[src/rtl/match_ctrl.sv]
// match_ctrl: match sequencing FSM (serve, play, point, hold, game over) for a two-player ball game.
// Optional pause input and logic when MATCH_CTRL_PAUSE_EN is defined.
module match_ctrl #(
  parameter int WIN_SCORE    = 4,
  parameter int SERVE_FRAMES = 60
) (
  input  logic       clk,
  input  logic       rst,
  input  logic       start,
  input  logic       frame_tick,
  input  logic       ball_out_l,
  input  logic       ball_out_r,
`ifdef MATCH_CTRL_PAUSE_EN
  input  logic       pause,
`endif
  output logic       p1_win,
  output logic       p2_win,
  output logic       score_rst,
  output logic       ball_reset,
  output logic       ball_en,
  output logic       serve_dir,
  output logic       game_over,
  output logic [2:0] state_o
);
  typedef enum logic [2:0] {IDLE, SERVE, PLAY, POINT, HOLD, OVER} state_t;
  localparam logic [3:0] WIN = 4'(WIN_SCORE);
  localparam logic [7:0] SF  = 8'(SERVE_FRAMES);
  state_t     state;
  logic       start_q, rec_p1, paused;
  logic [3:0] p1_cnt, p2_cnt;
  logic [7:0] frames;
  logic       start_rise;
  assign start_rise = start && !start_q;
`ifdef MATCH_CTRL_PAUSE_EN
  logic pause_q;
  always_ff @(posedge clk) begin
    if (!rst) begin
      pause_q <= 1'b0;
      paused  <= 1'b0;
    end else begin
      pause_q <= pause;
      if (state == IDLE) paused <= 1'b0;
      else if (pause && !pause_q && (state == PLAY || state == SERVE)) paused <= !paused;
    end
  end
`else
  assign paused = 1'b0;
`endif
  always_ff @(posedge clk) begin
    if (!rst) begin
      state     <= IDLE;
      start_q   <= 1'b0;
      rec_p1    <= 1'b0;
      p1_cnt    <= '0;
      p2_cnt    <= '0;
      frames    <= '0;
      serve_dir <= 1'b0;
    end else begin
      start_q <= start;
      if (!paused) case (state)
        IDLE: if (start_rise) begin
          p1_cnt <= '0;
          p2_cnt <= '0;
          frames <= '0;
          state  <= SERVE;
        end
        SERVE: if (frame_tick) begin
          if (frames + 8'd1 == SF) begin
            frames <= '0;
            state  <= PLAY;
          end else frames <= frames + 8'd1;
        end
        // left goal line takes priority when both report in the same cycle
        PLAY: if (ball_out_l || ball_out_r) begin
          rec_p1 <= !ball_out_l;
          state  <= POINT;
        end
        POINT: begin
          if (rec_p1 && p1_cnt != WIN) p1_cnt <= p1_cnt + 4'd1;
          if (!rec_p1 && p2_cnt != WIN) p2_cnt <= p2_cnt + 4'd1;
          state <= HOLD;
        end
        // serve toward the loser: a player-1 point serves right, toward player 2
        HOLD: if (!ball_out_l && !ball_out_r) begin
          if (p1_cnt == WIN || p2_cnt == WIN) state <= OVER;
          else begin
            serve_dir <= rec_p1;
            state     <= SERVE;
          end
        end
        OVER: if (start_rise) state <= IDLE;
        default: state <= IDLE;
      endcase
    end
  end
  assign p1_win     = state == POINT && rec_p1;
  assign p2_win     = state == POINT && !rec_p1;
  assign score_rst  = state == IDLE;
  assign ball_reset = !(state == PLAY || state == POINT);
  assign ball_en    = state == PLAY && !paused;
  assign game_over  = state == OVER;
  assign state_o    = state;
endmodule

[config.mk]
export PLATFORM = sky130hd
export DESIGN_NAME = match_ctrl
export DESIGN_NICKNAME = d
export VERILOG_FILES = /design/src/rtl/match_ctrl.sv
export SDC_FILE = /design/constraint.sdc
export NUM_CORES = 1
export LEC_CHECK = 0
export BUFFER_PORTS_ARGS = -buffer_cell sky130_fd_sc_hd__clkbuf_2
export CORE_MARGIN = 2
export CORE_UTILIZATION = 49
export DETAILED_ROUTE_END_ITERATION = 8
export PLACE_DENSITY_LB_ADDON = 0.15
export SLEW_MARGIN = 20
export SYNTH_ARGS = -nofsm -noshare
export SYNTH_HDL_FRONTEND = slang
export SYNTH_SLANG_ARGS = --single-unit
[constraint.sdc]
create_clock -name clk -period 2.4 [get_ports clk]
set_input_delay 0.24 -clock clk [delete_from_list [all_inputs] [get_ports clk]]
set_output_delay 0.24 -clock clk [all_outputs]
set_load 0.01 [all_outputs]
==> results of run 1 <==
## layout make-up
class	count	area (sq um)	area share, %
clock buffer	3	22.5	1.62
inverter	8	30.0	2.16
multi-input combinational	125	782	56.4
sequential	22	440	31.7
tap	30	37.5	2.71
timing repair buffer	15	75.1	5.41
## worst min-delay path by stage
| stage | from | endpoint | slack [ns] | cells past startpoint |
|---|---|---|---|---|
| after global placement | ball_out_l | rec_p1$_SDFFE_PN0P_ | 0.46 | 2 |
| after global routing | ball_out_l | rec_p1$_SDFFE_PN0P_ | 0.16 | 2 |
| after detailed placement | ball_out_l | rec_p1$_SDFFE_PN0P_ | 0.47 | 2 |
| after CTS | ball_out_l | rec_p1$_SDFFE_PN0P_ | 0.14 | 2 |
| after floorplan | ball_out_l | rec_p1$_SDFFE_PN0P_ | 0.34 | 1 |
| final | ball_out_l | rec_p1$_SDFFE_PN0P_ | 0.15 | 2 |
## placed cells by master, fill, tap and decap left out, types with 2 or more instances in the layout
cell type | Yosys | routed
clkbuf_4 | 0 | 3
clkbuf_2 | 0 | 15
a21oi_1 | 12 | 12
o311ai_1 | 2 | 2
a21o_1 | 2 | 2
nand3_1 | 9 | 9
a211oi_1 | 2 | 2
dfxtp_1 | 22 | 22
and2_1 | 4 | 4
nand2_1 | 26 | 26
nor3_1 | 3 | 3
o21ai_1 | 6 | 6
and3_1 | 3 | 3
xor2_1 | 5 | 5
nand3b_1 | 6 | 6
ha_1 | 6 | 6
nand4_1 | 3 | 3
inv_1 | 7 | 7
nor2_1 | 15 | 15
nor3b_1 | 3 | 3
## layer usage
layer | global-route usage [%] | vias to the layer above
met1 | 26.7 | 546
met5 | 0 | -
li1 | - | 592
met4 | 5.42 | 0
met3 | 2.73 | 2
met2 | 34.7 | 38
## stage by stage
| step | cell area (sq um) | setup WS (ns) | util (%) |
|---|---|---|---|
| after floorplan | 1270 | 0.655 | - |
| after global placement | 1370 | 0.546 | 55.6 |
| after detailed placement | 1370 | 0.439 | 55.6 |
| after CTS | 1390 | 0.415 | 56.5 |
| after global routing | 1390 | 0.252 | 56.5 |
| final | 1390 | 0.417 | 56.5 |
## cells by family after synthesis
kind of cell / Yosys count / share of synthesized area, %
simple gates: 79 / 32.1
mux: 1 / 0.791
xor+xnor: 5 / 3.46
flops: 22 / 34.8
buf+inv: 11 / 3.46
compound gates: 34 / 19.5
fa+ha+maj: 6 / 5.93
## state kept, by name (all words and copies together) (netlist names)
signal     count
state_o        3
serve_dir      1
rec_p1         1
start_q        1
frames         8
p1_cnt         4
p2_cnt         4
## power breakdown
| group | leakage, nW | switching (mW) | internal, mW | total (mW) |
|---|---|---|---|---|
| Combinational | 0.365 | 0.138 | 0.0792 | 0.217 |
| Sequential | 0.178 | 0.0461 | 0.382 | 0.428 |
| Clock | 0.0138 | 0.102 | 0.0584 | 0.160 |
==> impl_metrics.tcl, run 1 <==
set metrics [dict create \
    required_ns 2.65 \
    vias_per_cell 5.80 \
    max_stage_delay_ns 0.46 \
    ir_worst_vdd_mv 0.411 \
    num-nets-final 187 \
    post_cts_resized 0 \
    synth_edf_count 0 \
    period_needed_ns 1.98 \
    fillers 238 \
    met1_length_um 1270 \
    cap_violations 0 \
    rsz0062_at_grt "no" \
    syn_to_final_growth_pct 9.58 \
    syn_nets 170 \
    endpoint "frames[5]$_SDFFE_PN0P_" \
    status "finished, final reports clean" \
    seq_area_frac_synth_pct 34.8 \
    vias 1178 \
    crit_path_cell_trace "ha_1 > and3_1 > nand3_1 > xor2_1 > a311oi_2 > a21boi_1 > a21o_1" \
    rr_endpoint "frames[5]$_SDFFE_PN0P_" \
    relSlewSlack_pct 64.6 \
    drc 0 \
    power_leakage_nw 0.557 \
    crit_buf_inv 0 \
    met3_length_um 170 \
    synthDistinctLibCells 39 \
    grt_max_degree 17 \
    stdcell_count 203 \
    holdCritPathClass "input port to register" \
    antenna_found_initial 0 \
    grt_pass1_wl_um 4500 \
    hold_buffers 0 \
    postSynthAreaPerCell_sq_um 8.01 \
    p_per_area_nw_per_um2 581 \
    cts_root_buf "clkbuf_4" \
    ys_seq_elements 22 \
    crit_fanout 7 \
    finalMaxSlewViolations 0 \
    postCtsSetupRepairBufs 0 \
    hold-worst-slack_ns 0.153 \
    insertion_delay_ns 0.29 \
    critPathLaunchType "register" \
    dieArea_sq_um 3010 \
    clock-sinks 22 \
    track_usage_pct 20.4 \
    place_congestion 0.904 \
    routed_wirelength_um 2700 \
    endpoint_kind "register" \
    placement.io_buffers 15 \
    dp.cells 200 \
    ys_top_cells_by_count "26 x nand2_1, 22 x dfxtp_1, 15 x nor2_1, 12 x a21oi_1, 9 x nand3_1" \
    max_freq_mhz 504 \
    start_util_pct 51.6 \
    critical_path_class "register to register" \
    synth.area.top_cells "dfxtp_1 35%, nand2_1 7.7%, ha_1 5.9%, a21oi_1 4.7%, nor2_1 4.4%" \
    ff2ff_setup_slack_ns 0.42 \
    setup_viol_count_final 0 \
    met2RoutedLength_um 1250 \
    first_global_vias 1053 \
    h-tree-depth 1 \
    dp_hpwl_um 2090 \
    reg2reg_depth 7 \
    rows 18 \
    wire_per_inst_um 13.3 \
    cts_max_path_buffers 2 \
    cts_tree "built" \
    cp_top_family "compound AO/OA/AOI/OAI gates" \
    top_layer "met4" \
    arrival_ns 2.23 \
    diodes 0 \
    die_width_um 54.8 \
    core_sq_um 2450 \
    fin_crit_sh_pct 82.6 \
    synthMostInstantiatedCell "nand2_1" \
    synth_area_sq_um 1270 \
    drive_above_1_share_pct 16.2 \
    clk_pin_slew_ns 0.11 \
    io_pins 16 \
    synth_ff_type "dfxtp_1" \
    die_y_um 54.8 \
    startpoint "frames[0]$_SDFFE_PN0P_" \
    synth_top_cell_by_area "dfxtp_1" \
    drt_iter0_markers 32 \
    numCtsBuffers 3 \
    path_depth 7 \
    hold_viol 0 \
    ys_async_sr_fraction_pct 0 \
    p_total_uw 806 \
    drtAntennaViolNets 0 \
    finClkSkew_ns 0.00341 \
    yosys_warnings 0 \
    reg2reg_from "frames[0]$_SDFFE_PN0P_" \
    synthCells 158 \
    setup_tns_ns 0 \
    worst_pin_slew_ns 0.527 \
    grt-ovfl-total 0 \
    synth_top_area_share_pct 34.8 \
    slowest_stage "dfxtp_1" \
    dr.pass1.iters 4 \
]
No activity file was read; power rests on OpenSTA's default activity.
==> run 2, diff against run 1 <==
--- a/config.mk
+++ b/config.mk
@@ -5,6 +5,7 @@
 export SDC_FILE = /design/constraint.sdc
 export NUM_CORES = 1
 export LEC_CHECK = 0
+export ABC_AREA = 1
 export BUFFER_PORTS_ARGS = -buffer_cell sky130_fd_sc_hd__clkbuf_2
 export CORE_MARGIN = 2
 export CORE_UTILIZATION = 49
==> constraint.sdc (replaced) <==
create_clock -name clk -period 2 [get_ports clk]
set_input_delay 0.2 -clock clk [delete_from_list [all_inputs] [get_ports clk]]
set_output_delay 0.2 -clock clk [all_outputs]
set_load 0.01 [all_outputs]
==> impl_metrics.tcl, run 2 <==
set metrics [dict create \
    drtAntennaViolNets 0 \
    largest_reg_flops 8 \
    ys_async_sr_fraction_pct 0 \
    reg2reg_depth 10 \
    grt-ovfl-total 0 \
    ys_seq_elements 22 \
    endpoint_kind "register" \
    h-tree-depth 1 \
    clock-sinks 22 \
    crit_fanout 6 \
    vias_per_cell 5.23 \
    ys_top_cells_by_count "41 x nand2_1, 25 x inv_1, 22 x dfxtp_1, 20 x nor2_1, 14 x a21oi_1" \
    max_freq_mhz 584 \
    relSlewSlack_pct 72.5 \
    largestRegisters "frames: 8 flops, p1_cnt: 4 flops, p2_cnt: 4 flops" \
    synth_area_sq_um 1340 \
    critical_path_class "register to register" \
    p_per_area_nw_per_um2 921 \
    holdCritStartpoint "start" \
    dr.pass1.iters 4 \
    fin_crit_sh_pct 85.7 \
    syn_nets 207 \
    grt_pass1_wl_um 4760 \
    final_cell_mix "41 x nand2_1, 25 x inv_1, 22 x dfxtp_1, 20 x nor2_1, 15 x clkbuf_2" \
    die_y_um 56.3 \
    period_needed_ns 1.71 \
    numCtsBuffers 3 \
    vias 1275 \
    drive_above_1_share_pct 23.8 \
    yosys_warnings 0 \
    regArea_sq_um 440 \
    antenna_found_initial 0 \
    synth.area.top_cells "dfxtp_1 33%, nand2_1 11%, inv_1 7.0%, ha_1 5.6%, nor2_1 5.6%" \
    postCtsSetupRepairBufs 0 \
    critPathLaunchType "register" \
    first_global_vias 1145 \
    max_stage_delay_ns 0.46 \
    postSynthAreaPerCell_sq_um 6.88 \
    rows 18 \
    hold_path_depth 3 \
    io_pins 16 \
    synth_top_area_share_pct 32.8 \
    post_cts_resized 0 \
    whs_endpoint "start_q$_SDFF_PN0_" \
    dp_hpwl_um 2090 \
    dieArea_sq_um 3170 \
    ir_worst_vdd_mv 0.706 \
    holdCritPathClass "input port to register" \
    required_ns 2.23 \
    path_depth 10 \
    cts_max_path_buffers 2 \
    placement.io_buffers 15 \
    die_width_um 56.3 \
    power_leakage_nw 0.690 \
    multi_input_area_sq_um 771 \
    syn_to_final_growth_pct 12.6 \
    core_sq_um 2540 \
    seq_area_frac_synth_pct 32.8 \
    reg2reg_from "frames[0]$_SDFFE_PN0P_" \
    insertion_delay_ns 0.32 \
    arrival_ns 1.94 \
    synth_ff_type "dfxtp_1" \
    regMostFlops "frames" \
    diodes 0 \
    finalMaxSlewViolations 0 \
    hold_buffers 0 \
    cp_top_family "simple AND/OR/NAND/NOR gates" \
    slowest_stage "dfxtp_1" \
    cap_violations 0 \
    rr_endpoint "state_o[0]$_SDFFE_PN0P_" \
    wire_per_inst_um 11.4 \
    routed_wirelength_um 2770 \
    worst_pin_slew_ns 0.412 \
    synth_top_cell_by_area "dfxtp_1" \
    drt_iter0_markers 38 \
    synth_edf_count 0 \
    status "finished, final reports clean" \
    synthMostInstantiatedCell "nand2_1" \
    cts_root_buf "clkbuf_4" \
    fillers 259 \
    ff2ff_setup_slack_ns 0.29 \
    layout_setup_ws_ns 0.287 \
    setup_viol_count_final 0 \
    rsz0062_at_grt "no" \
    crit_path_cell_trace "ha_1 > nand3_1 > o21ai_1 > nand2_1 > nor2_2 > nand2_2 > nand2_4 > nand2_4 > nor2_1 > nor2_2" \
    grt_max_degree 14 \
    hold_viol 0 \
    place_congestion 0.924 \
    setup_tns_ns 0 \
    synthCells 195 \
    start_util_pct 52.8 \
    clk_pin_slew_ns 0.13 \
    cts_tree "built" \
    num-nets-final 227 \
    finClkSkew_ns 0.00513 \
    dp_slack_ns 0.300 \
    drc 0 \
    track_usage_pct 18.3 \
    crit_buf_inv 0 \
    synthDistinctLibCells 30 \
    final_common_cell "nand2_1" \
]
run 2: metrics by stage:
| stage | utilization, % | area [sq um] | power [mW] | hold WS [ns] | cells |
|---|---|---|---|---|---|
| after floorplan | - | 1340 | 0.911 | 0.293 | 195 |
| after global placement | 57.3 | 1460 | 1.04 | 0.395 | 240 |
| after detailed placement | 57.3 | 1460 | 1.05 | 0.406 | 240 |
| after CTS | 59.4 | 1510 | 1.40 | 0.0728 | 244 |
| after global routing | 59.4 | 1510 | 1.47 | 0.0778 | 244 |
| final | 59.4 | 1510 | 1.39 | 0.0744 | 244 |
run 2: worst min-delay path, cell delays in order:
cell	delay, ns
clkbuf_2	0.09
nand2_1	0.04
inv_1	0.04
run 2: report_power, final:
group	leakage, nW	total, mW	switching (mW)	internal, mW
combinational	0.484	0.519	0.344	0.175
sequential	0.178	0.522	0.0508	0.471
clock	0.0279	0.352	0.149	0.203
total	0.690	1.39	0.544	0.848
run 2: final cells by class:
cell class / count / share of cell area, %
clock buffer: 3 / 1.49
clock inverter: 1 / 1.99
inverter: 34 / 8.44
multi-input combinational: 138 / 51.0
sequential: 22 / 29.1
tap: 30 / 2.48
timing repair buffer: 16 / 5.46
run 2: how the worst max path moves through the flow:
| stage | startpoint | endpoint | slack (ns) |
|---|---|---|---|
| after detailed placement | frames[0]$_SDFFE_PN0P_ | state_o[0]$_SDFFE_PN0P_ | 0.30 |
| after global routing | frames[0]$_SDFFE_PN0P_ | state_o[0]$_SDFFE_PN0P_ | 0.06 |
| after floorplan | frames[0]$_SDFFE_PN0P_ | state_o[0]$_SDFFE_PN0P_ | 0.47 |
| final | frames[0]$_SDFFE_PN0P_ | state_o[0]$_SDFFE_PN0P_ | 0.29 |
| after CTS | frames[0]$_SDFFE_PN0P_ | state_o[0]$_SDFFE_PN0P_ | 0.28 |
| after global placement | frames[0]$_SDFFE_PN0P_ | state_o[0]$_SDFFE_PN0P_ | 0.39 |
run 2: cell families after synthesis:
kind of cell | Yosys count | synth area share (%)
DFF | 22 | 32.8
xor gates and xnor gates | 2 | 1.30
and+or+nand+nor | 103 | 38.9
adders and majority gates | 6 | 5.59
buffers and inverters | 35 | 9.79
AOI/OAI and AO/OA | 27 | 11.7
run 2: metal layers:
layer  global-route usage, %  share of wire [%]
met1                    22.8                 46
met2                    31.9                 49
met3                    2.53                2.9
met4                    6.80                1.9
met5                       0                  0
